[src/rtl/maple_tx_sequencer.sv]
// rtl/maple_tx_sequencer.sv - tick-paced Maple bus transmit sequencer
// Frames bytes as lead, start toggles, MSB-first bit pairs and end pattern.
module maple_tx_sequencer #(
  parameter int unsigned START_TOGGLES = 4
) (
  input  logic       clk,
  input  logic       rst,
  input  logic       tick,
  input  logic [7:0] tx_data,
  input  logic       tx_last,
  input  logic       tx_valid,
  output logic       tx_ready,
  output logic       out_p1,
  output logic       out_p5,
  output logic       oe,
  output logic       busy,
  output logic       done,
  output logic       underrun
);

  typedef enum logic [2:0] {S_IDLE, S_LEAD, S_SLOW, S_STOG, S_DATA, S_END} state_t;

  localparam logic [3:0] TOG_LAST = 4'(START_TOGGLES - 1);
  // End pattern per tick, bit i is the value driven on the i-th END tick.
  localparam logic [6:0] END_P1 = 7'b1000001;
  localparam logic [6:0] END_P5 = 7'b1101011;

  state_t     state_q, state_d;
  logic [3:0] cnt_q, cnt_d;
  logic [1:0] pair_q, pair_d;
  logic [1:0] phase_q, phase_d;
  logic [7:0] shift_q, shift_d;
  logic       last_q, last_d;
  logic       err_q, err_d;
  logic       p1_q, p1_d, p5_q, p5_d, oe_q, oe_d, busy_q, busy_d;
  logic       ready_q, ready_d, done_q, done_d, unr_q, unr_d;

  always_comb begin
    state_d = state_q;
    cnt_d   = cnt_q;
    pair_d  = pair_q;
    phase_d = phase_q;
    shift_d = shift_q;
    last_d  = last_q;
    err_d   = err_q;
    ready_d = 1'b0;
    done_d  = 1'b0;
    unr_d   = 1'b0;
    p1_d    = p1_q;
    p5_d    = p5_q;
    oe_d    = oe_q;
    busy_d  = busy_q;
    if (tick) begin
      case (state_q)
        S_IDLE: if (tx_valid) begin
          shift_d = tx_data;
          last_d  = tx_last;
          ready_d = 1'b1;
          state_d = S_LEAD;
        end
        S_LEAD: state_d = S_SLOW;
        S_SLOW: begin
          state_d = S_STOG;
          cnt_d   = 4'd0;
        end
        // p1 itself marks the half-pulse; cnt counts completed low/high pulses.
        S_STOG: if (p1_q) begin
          if (cnt_q == TOG_LAST) begin
            state_d = S_DATA;
            pair_d  = 2'd0;
            phase_d = 2'd0;
          end else begin
            cnt_d = cnt_q + 4'd1;
          end
        end
        S_DATA: begin
          phase_d = phase_q + 2'd1;
          if (phase_q == 2'd3) begin
            if (pair_q != 2'd3) begin
              pair_d  = pair_q + 2'd1;
              shift_d = {shift_q[5:0], 2'b00};
            end else if (last_q) begin
              state_d = S_END;
              cnt_d   = 4'd0;
            end else if (tx_valid) begin
              shift_d = tx_data;
              last_d  = tx_last;
              ready_d = 1'b1;
              pair_d  = 2'd0;
            end else begin
              err_d   = 1'b1;
              state_d = S_END;
              cnt_d   = 4'd0;
            end
          end
        end
        S_END: if (cnt_q == 4'd6) begin
          state_d = S_IDLE;
          done_d  = 1'b1;
          unr_d   = err_q;
          err_d   = 1'b0;
        end else begin
          cnt_d = cnt_q + 4'd1;
        end
        default: state_d = S_IDLE;
      endcase

      p1_d   = 1'b1;
      p5_d   = 1'b1;
      oe_d   = 1'b1;
      busy_d = 1'b1;
      case (state_d)
        S_IDLE: begin
          oe_d   = 1'b0;
          busy_d = 1'b0;
        end
        S_LEAD: p5_d = 1'b1;
        S_SLOW: p5_d = 1'b0;
        S_STOG: begin
          p5_d = 1'b0;
          p1_d = ~p1_q;
        end
        S_DATA: case (phase_d)
          2'd0: begin p1_d = 1'b1;       p5_d = shift_d[7]; end
          2'd1: begin p1_d = 1'b0;       p5_d = shift_d[7]; end
          2'd2: begin p1_d = shift_d[6]; p5_d = 1'b1;       end
          default: begin p1_d = shift_d[6]; p5_d = 1'b0;    end
        endcase
        S_END: begin
          p1_d = END_P1[cnt_d[2:0]];
          p5_d = END_P5[cnt_d[2:0]];
        end
        default: oe_d = 1'b0;
      endcase
    end
  end

  always_ff @(posedge clk or negedge rst) begin
    if (!rst) begin
      state_q <= S_IDLE;
      cnt_q   <= 4'd0;
      pair_q  <= 2'd0;
      phase_q <= 2'd0;
      shift_q <= 8'd0;
      last_q  <= 1'b0;
      err_q   <= 1'b0;
      p1_q    <= 1'b1;
      p5_q    <= 1'b1;
      oe_q    <= 1'b0;
      busy_q  <= 1'b0;
      ready_q <= 1'b0;
      done_q  <= 1'b0;
      unr_q   <= 1'b0;
    end else begin
      state_q <= state_d;
      cnt_q   <= cnt_d;
      pair_q  <= pair_d;
      phase_q <= phase_d;
      shift_q <= shift_d;
      last_q  <= last_d;
      err_q   <= err_d;
      p1_q    <= p1_d;
      p5_q    <= p5_d;
      oe_q    <= oe_d;
      busy_q  <= busy_d;
      ready_q <= ready_d;
      done_q  <= done_d;
      unr_q   <= unr_d;
    end
  end

  assign tx_ready = ready_q;
  assign out_p1   = p1_q;
  assign out_p5   = p5_q;
  assign oe       = oe_q;
  assign busy     = busy_q;
  assign done     = done_q;
  assign underrun = unr_q;

endmodule

[config.mk]
export PLATFORM = sky130hd
export DESIGN_NAME = maple_tx_sequencer
export DESIGN_NICKNAME = d
export VERILOG_FILES = /design/src/rtl/maple_tx_sequencer.sv
export SDC_FILE = /design/constraint.sdc
export NUM_CORES = 1
export LEC_CHECK = 0
export CORE_MARGIN = 8
export CORE_UTILIZATION = 50
export CTS_BUF_LIST = sky130_fd_sc_hd__clkbuf_8
export DETAILED_ROUTE_END_ITERATION = 8
export MAX_ROUTING_LAYER = met4
export PLACE_DENSITY = 0.81
export REMOVE_ABC_BUFFERS = 1
export SETUP_SLACK_MARGIN = 0.1
export SYNTH_ARGS = -nofsm -noshare
export SYNTH_HDL_FRONTEND = slang
export SYNTH_SLANG_ARGS = --single-unit
[constraint.sdc]
create_clock -name clk -period 3.3 [get_ports clk]
set_input_delay 0.66 -clock clk [delete_from_list [all_inputs] [get_ports clk]]
set_output_delay 0.66 -clock clk [all_outputs]
set_load 0.05 [all_outputs]
== Word level (Yosys, flattened, before mapping) ==
Memory sizes are Yosys's and may differ from the RTL's.
Cells that the tools add are included.

* Add/subtract/negate cells: 3
* Magnitude comparators: 1
* Equality and inequality tests: 33
* Multiplexer cells: 67
* Bitwise logic cells: 1
* Reductions and logical operators: 14

{| class="wikitable"
|+ Operators by type and width
! kind !! count
|-
| $mux W4 || 8
|-
| $mux W8 || 4
|-
| $mux W3 || 9
|-
| $mux W1 || 25
|-
| $ne A3 B3 Y1 const B || 7
|-
| $mux W2 || 9
|-
| $ne A2 B2 Y1 const B || 9
|-
| $pmux W3 S6 || 1
|-
| $pmux W4 S4 || 1
|-
| $pmux W8 S2 || 1
|-
| $reduce_and A7 Y1 || 2
|-
| $eq A3 B2 Y1 const B || 4
|-
| $eq A3 B3 Y1 const B || 4
|-
| $pmux W1 S2 || 5
|-
| $pmux W2 S2 || 2
|-
| $reduce_and A8 Y1 || 1
|-
| $eq A3 B1 Y1 const B || 2
|-
| $logic_not A3 Y1 || 2
|-
| $pmux W1 S3 || 2
|-
| $reduce_bool A2 Y1 || 3
|-
| $ne A5 B1 Y1 const B || 1
|-
| $reduce_and A5 Y1 || 1
|-
| $reduce_or A5 Y1 || 1
|-
| $add A2 B1 Y2 const B || 2
|-
| other kinds (11) || 13
|}

* Bits in registers: 28
* Memory bits (read-only): 16
* Input port bits: 13
* Output and inout bits: 7
* Logic and storage cells: 137
* Memories: 2

{| class="wikitable"
|+ Memory list
! name !! words !! bits a word !! read ports !! clocked after Yosys merged registers in !! write ports !! RTL line !! text
|-
| (no name shown) || 8 || 1 || 1 || 0 || 0 || 131 || <nowiki>p5_d = END_P5[cnt_d[2:0]];</nowiki>
|-
| (no name shown) || 8 || 1 || 1 || 0 || 0 || 130 || <nowiki>p1_d = END_P1[cnt_d[2:0]];</nowiki>
|}

== Logic depth before layout (Yosys ltp) ==
* Word-level depth: 9
* Mapped depth: 13
* Mapped depth without buffers: 12

== Least setup slack after synthesis ==
OpenSTA, ideal clock, no wires.

* Kind: register to register
* From: register cnt_q[1]
* To: register p1_q (netlist: out_p1)
* Setup time: 96 ps
* Data arrival time: 2177 ps
* Data required time: 3204 ps
* Path slack: 1027 ps
* Cell stages (with the launch flop): 10
* Path buffers: 0
* Clock period less this slack: 2273 ps
* Path through: dfrtp_1 > ha_1 > and4bb_2 > and3_1 > nor3_1 > inv_1 > ha_1 > o311ai_0 > o22ai_1 > o32ai_1

* Word-level cells in the longest chain between the ends: 9
* Elaborated cells on any way between the ends: 30
* Classes of those cells: add/sub: 1; eq/ne: 6; mux: 21; reduce/logical: 1; memory: 1

{| class="wikitable"
|+ Ends and longest elaborated chain
! what !! RTL line !! text
|-
| start, declared || 29 || <nowiki>logic [3:0] cnt_q, cnt_d;</nowiki>
|-
| start signal, assigned || 156 || <nowiki>cnt_q <= cnt_d;</nowiki>
|-
| parallel branches: the longest is 8 deep, another holds $add A4 B1 Y4 || - ||
|-
| $pmux W1 S3 * || 112 || <nowiki>case (state_d)</nowiki>
|-
| end signal, assigned || 162 || <nowiki>p1_q <= p1_d;</nowiki>
|-
| end, declared || 35 || <nowiki>logic p1_q, p1_d, p5_q, p5_d, oe_q, oe_d, busy_q, busy_d;</nowiki>
|}

Mark *: on every way between the ends. The select of a mux whose other input is x is not followed.
A chain may end at the register's enable or synchronous reset.

== Worst setup path after layout ==
* From: register cnt_q[0]
* To: register p1_q (netlist: out_p1)

Same word-level chain as after synthesis.

==> metrics.md <==
| Metric | Value |
|---|---|
| Slew Limit Fails | `0` |
| WL/cell | `15.2 um` |
| Synth Warn # | `0` |
| Crit-path slowest cell | `dfrtp_1` |
| CP arrival | `2.88 ns` |
| Total gr overflow | `0` |
| Hold buffers post-CTS | `0` |
| Total GRT Usage | `0.142` |
| Skew-Pair Late Insertion Delay | `0.29 ns` |
| CTS tree | `yes` |
| Met1 WL | `1970 um` |
| Min cycle time layout | `2.68 ns` |
| Antenna violations before repair | `0` |
| Max_cap viols | `0` |
| Clock Skew | `0.00888 ns` |
| Io pins | `20` |
| Core box area | `3630 um^2` |
| Reg2reg start | `cnt_q[0]` |
| Outcome | `completed` |
| First-pass DRT Iterations | `4` |
| Critical R2R Capture | `out_p1` |
| Crit. End Element | `flip-flop` |
| Setup Buffers After CTS | `0` |
| # H-tree levels | `1` |
| VDD IR max | `0.383 mV` |
| Area leader, netlist | `dfrtp_1` |
| Share of layout cells above drive strength 1 | `0.131` |
| Chip Width | `77.1 um` |
| Die area | `5940 um^2` |
| IO Port Bufs | `19` |
| Worst R2R Setup Slack | `0.62 ns` |
| Worst setup path end | `out_p1` |
| Internal Power | `1.12 mW` |
| Post-Syn Instances | `198` |
| Clock sinks | `28` |
| Most common cell after layout, fill and taps aside | `dfrtp_1` |
| Total CTS buffers | `3` |
| Initial Util | `0.513` |
| Netlist Area Pre-Place | `1860 um^2` |
| Highest metal used | `met4` |
| Initial DRC count | `95` |
| Worst Setup SP | `cnt_q[0]` |
| Crit-path cells | `ha_1, and4bb_2, and3_1, nor3_1, inv_1, ha_1, o311ai_0, o22ai_1, o32ai_1` |
| Global-route wire length before repair | `6960 um` |
| Vias in the first global route | `1531` |
| Leading post-synthesis cells by cell area | `dfrtp_1 (35%), a22o_1 (5.2%), o21ai_0 (4.0%), nand2_1 (3.4%), ha_1 (3.4%)` |
| RSZ-0062 raised after global routing | `no` |
| Rows | `22` |
| # diodes | `0` |
| Total Neg Setup Slack | `0 ns` |
| Final WL | `3970 um` |
| Post-synth EDFFs | `0` |
| Final number of setup-violating endpoints | `0` |
| Die span in y | `77.1 um` |
| Detailed-route DRC error count | `0` |
| Commonest cells after routing, fill and taps aside | `dfrtp_1 (26), clkdlybuf4s50_1 (19), nand2_1 (17), nor2_1 (15), o21ai_0 (15)` |
| Netlist cell types | `52` |
| CP dominant cell by count | `ha_1` |
| GP Congestion | `0.892` |
| Post-route ant nets | `0` |
| Post-synth top flop | `dfrtp_1` |
| DP HPWL | `2960 um` |
| Leakage | `0.873 nW` |
| Comb power frac | `0.537` |
| CP peak stage delay | `0.48 ns` |
| Hold Fails Final Rpt | `0` |
| Vias | `1514` |
| Final worst-path setup slack | `0.616 ns` |
| Sw Ratio | `0.451` |
| Worst-path clk slew | `0.10 ns` |
| Drt via density | `5.78` |
| Synth Register Bits | `28` |
| WL met3 | `109 um` |
| Worst-path fanout max | `9` |
| Post-synth ARST share | `1.00` |
| Sequential power share | `0.327` |
| Net Sw Power | `916 uW` |
| Max Clk Rate | `0.373 GHz` |
| Top cell type's share of synthesized area | `0.349` |
| Mean post-synth cell area | `9.42 um^2` |
| PD cells | `945 nW/um^2` |
| Register area share after synthesis | `0.377` |
| Area Growth Syn to Fin | `15.3%` |
| Slew Limit Headroom | `0.666` |
| Post-CTS sizing | `0` |
| Worst setup SP type | `flip-flop` |
| Metal2 WL | `1830 um` |
| Fill count | `329` |
| Final net count | `233` |
| Worst EP required | `3.50 ns` |
| Fin crit share | `0.813` |
| Crit Path Class | `flip-flop to flip-flop` |
| Dpl ws | `0.563 ns` |
| CTS max path bufs | `2` |
| R2r worst-path depth | `9` |
| Min-delay worst type | `flip-flop to flip-flop` |
| Largest net degree at the start of global routing | `29` |
| Worst-Margin Slew | `0.499 ns` |
| Clock share of power | `0.136` |
| Root buf cell | `clkbuf_8` |
-- power by group through the flow --
stage	registers (mW)	clock network [mW]	logic, mW
final	0.665	0.276	1.09
after global routing	0.690	0.298	1.21
after CTS	0.663	0.284	1.09
after detailed placement	0.668	0	1.09
after global placement	0.666	0	1.08
after floorplan	0.710	0	0.769
-- kinds of logic (layout without fill, tap and decap cells) --
group	count (synthesis)	after routing	synth area share
buf+inv	17	33	0.0436
mux	7	7	0.0403
compound gates	70	70	0.292
fa+ha+maj	5	5	0.0336
simple gates	71	71	0.213
flops	28	28	0.377
-- layout make-up --
class | count | area (um^2) | area share
Multi-Input combinational cell | 153 | 1080 | 0.502
Sequential cell | 28 | 703 | 0.327
Timing Repair Buffer | 21 | 205 | 0.0955
Tap cell | 48 | 60.1 | 0.0279
Clock buffer | 3 | 41.3 | 0.0192
Clock inverter | 1 | 30.0 | 0.0140
Inverter | 8 | 30.0 | 0.0140
-- worst min-delay path by stage --
stage                     slack (ns)         end        from  depth (start not counted)
after floorplan                 0.36        busy         rst                          0
after global placement          0.48       err_q       err_q                          2
after detailed placement        0.48  shift_q[0]  shift_q[0]                          1
after CTS                       0.51       err_q       err_q                          2
after global routing            0.53       err_q       err_q                          2
final                           0.50       err_q       err_q                          2
-- worst max-delay path: cells and delay by family, from the launching register on --
family / cells / cell delay [ns]
simple gates: 3 / 0.79
fa+ha+maj: 2 / 0.48
compound gates: 3 / 0.76
flops: 1 / 0.48
buf+inv: 1 / 0.09
-- cell usage after synthesis (all sizes together), types with 3 or more instances --
master / n
a211oi: 5
a21oi: 9
a22o: 11
a31oi: 8
and3b: 4
buf: 5
clkbuf: 4
dfrtp: 26
ha: 5
inv: 8
mux2: 4
mux2i: 3
nand2: 19
nand2b: 5
nand3: 3
nor2: 16
nor2b: 7
nor3: 5
o21ai: 18
o22ai: 3
-- through the flow --
stage                      util  total power [mW]  hold slack, ns  cells  cell area [um^2]
after floorplan               -              1.48           0.364    189              1810
after global placement    0.572              1.75           0.476    258              2080
after detailed placement  0.572              1.76           0.482    258              2080
after CTS                 0.592              2.04           0.508    262              2150
after global routing      0.592              2.20           0.532    262              2150
final                     0.592              2.03           0.496    262              2150
-- layer usage --
metal	up-vias	track usage
met4	0	0.0491
met3	7	0.0233
met1	713	0.177
met2	25	0.229
met5	-	-
li1	769	-
-- flip-flops by register name (all words and copies together) (netlist names) --
name / count
underrun: 1
pair_q: 2
done: 1
out_p5: 1
tx_ready: 1
phase_q: 2
oe: 1
last_q: 1
out_p1: 1
cnt_q: 4
state_q: 3
shift_q: 8
err_q: 1
busy: 1
(Power assumes the default switching activity.)
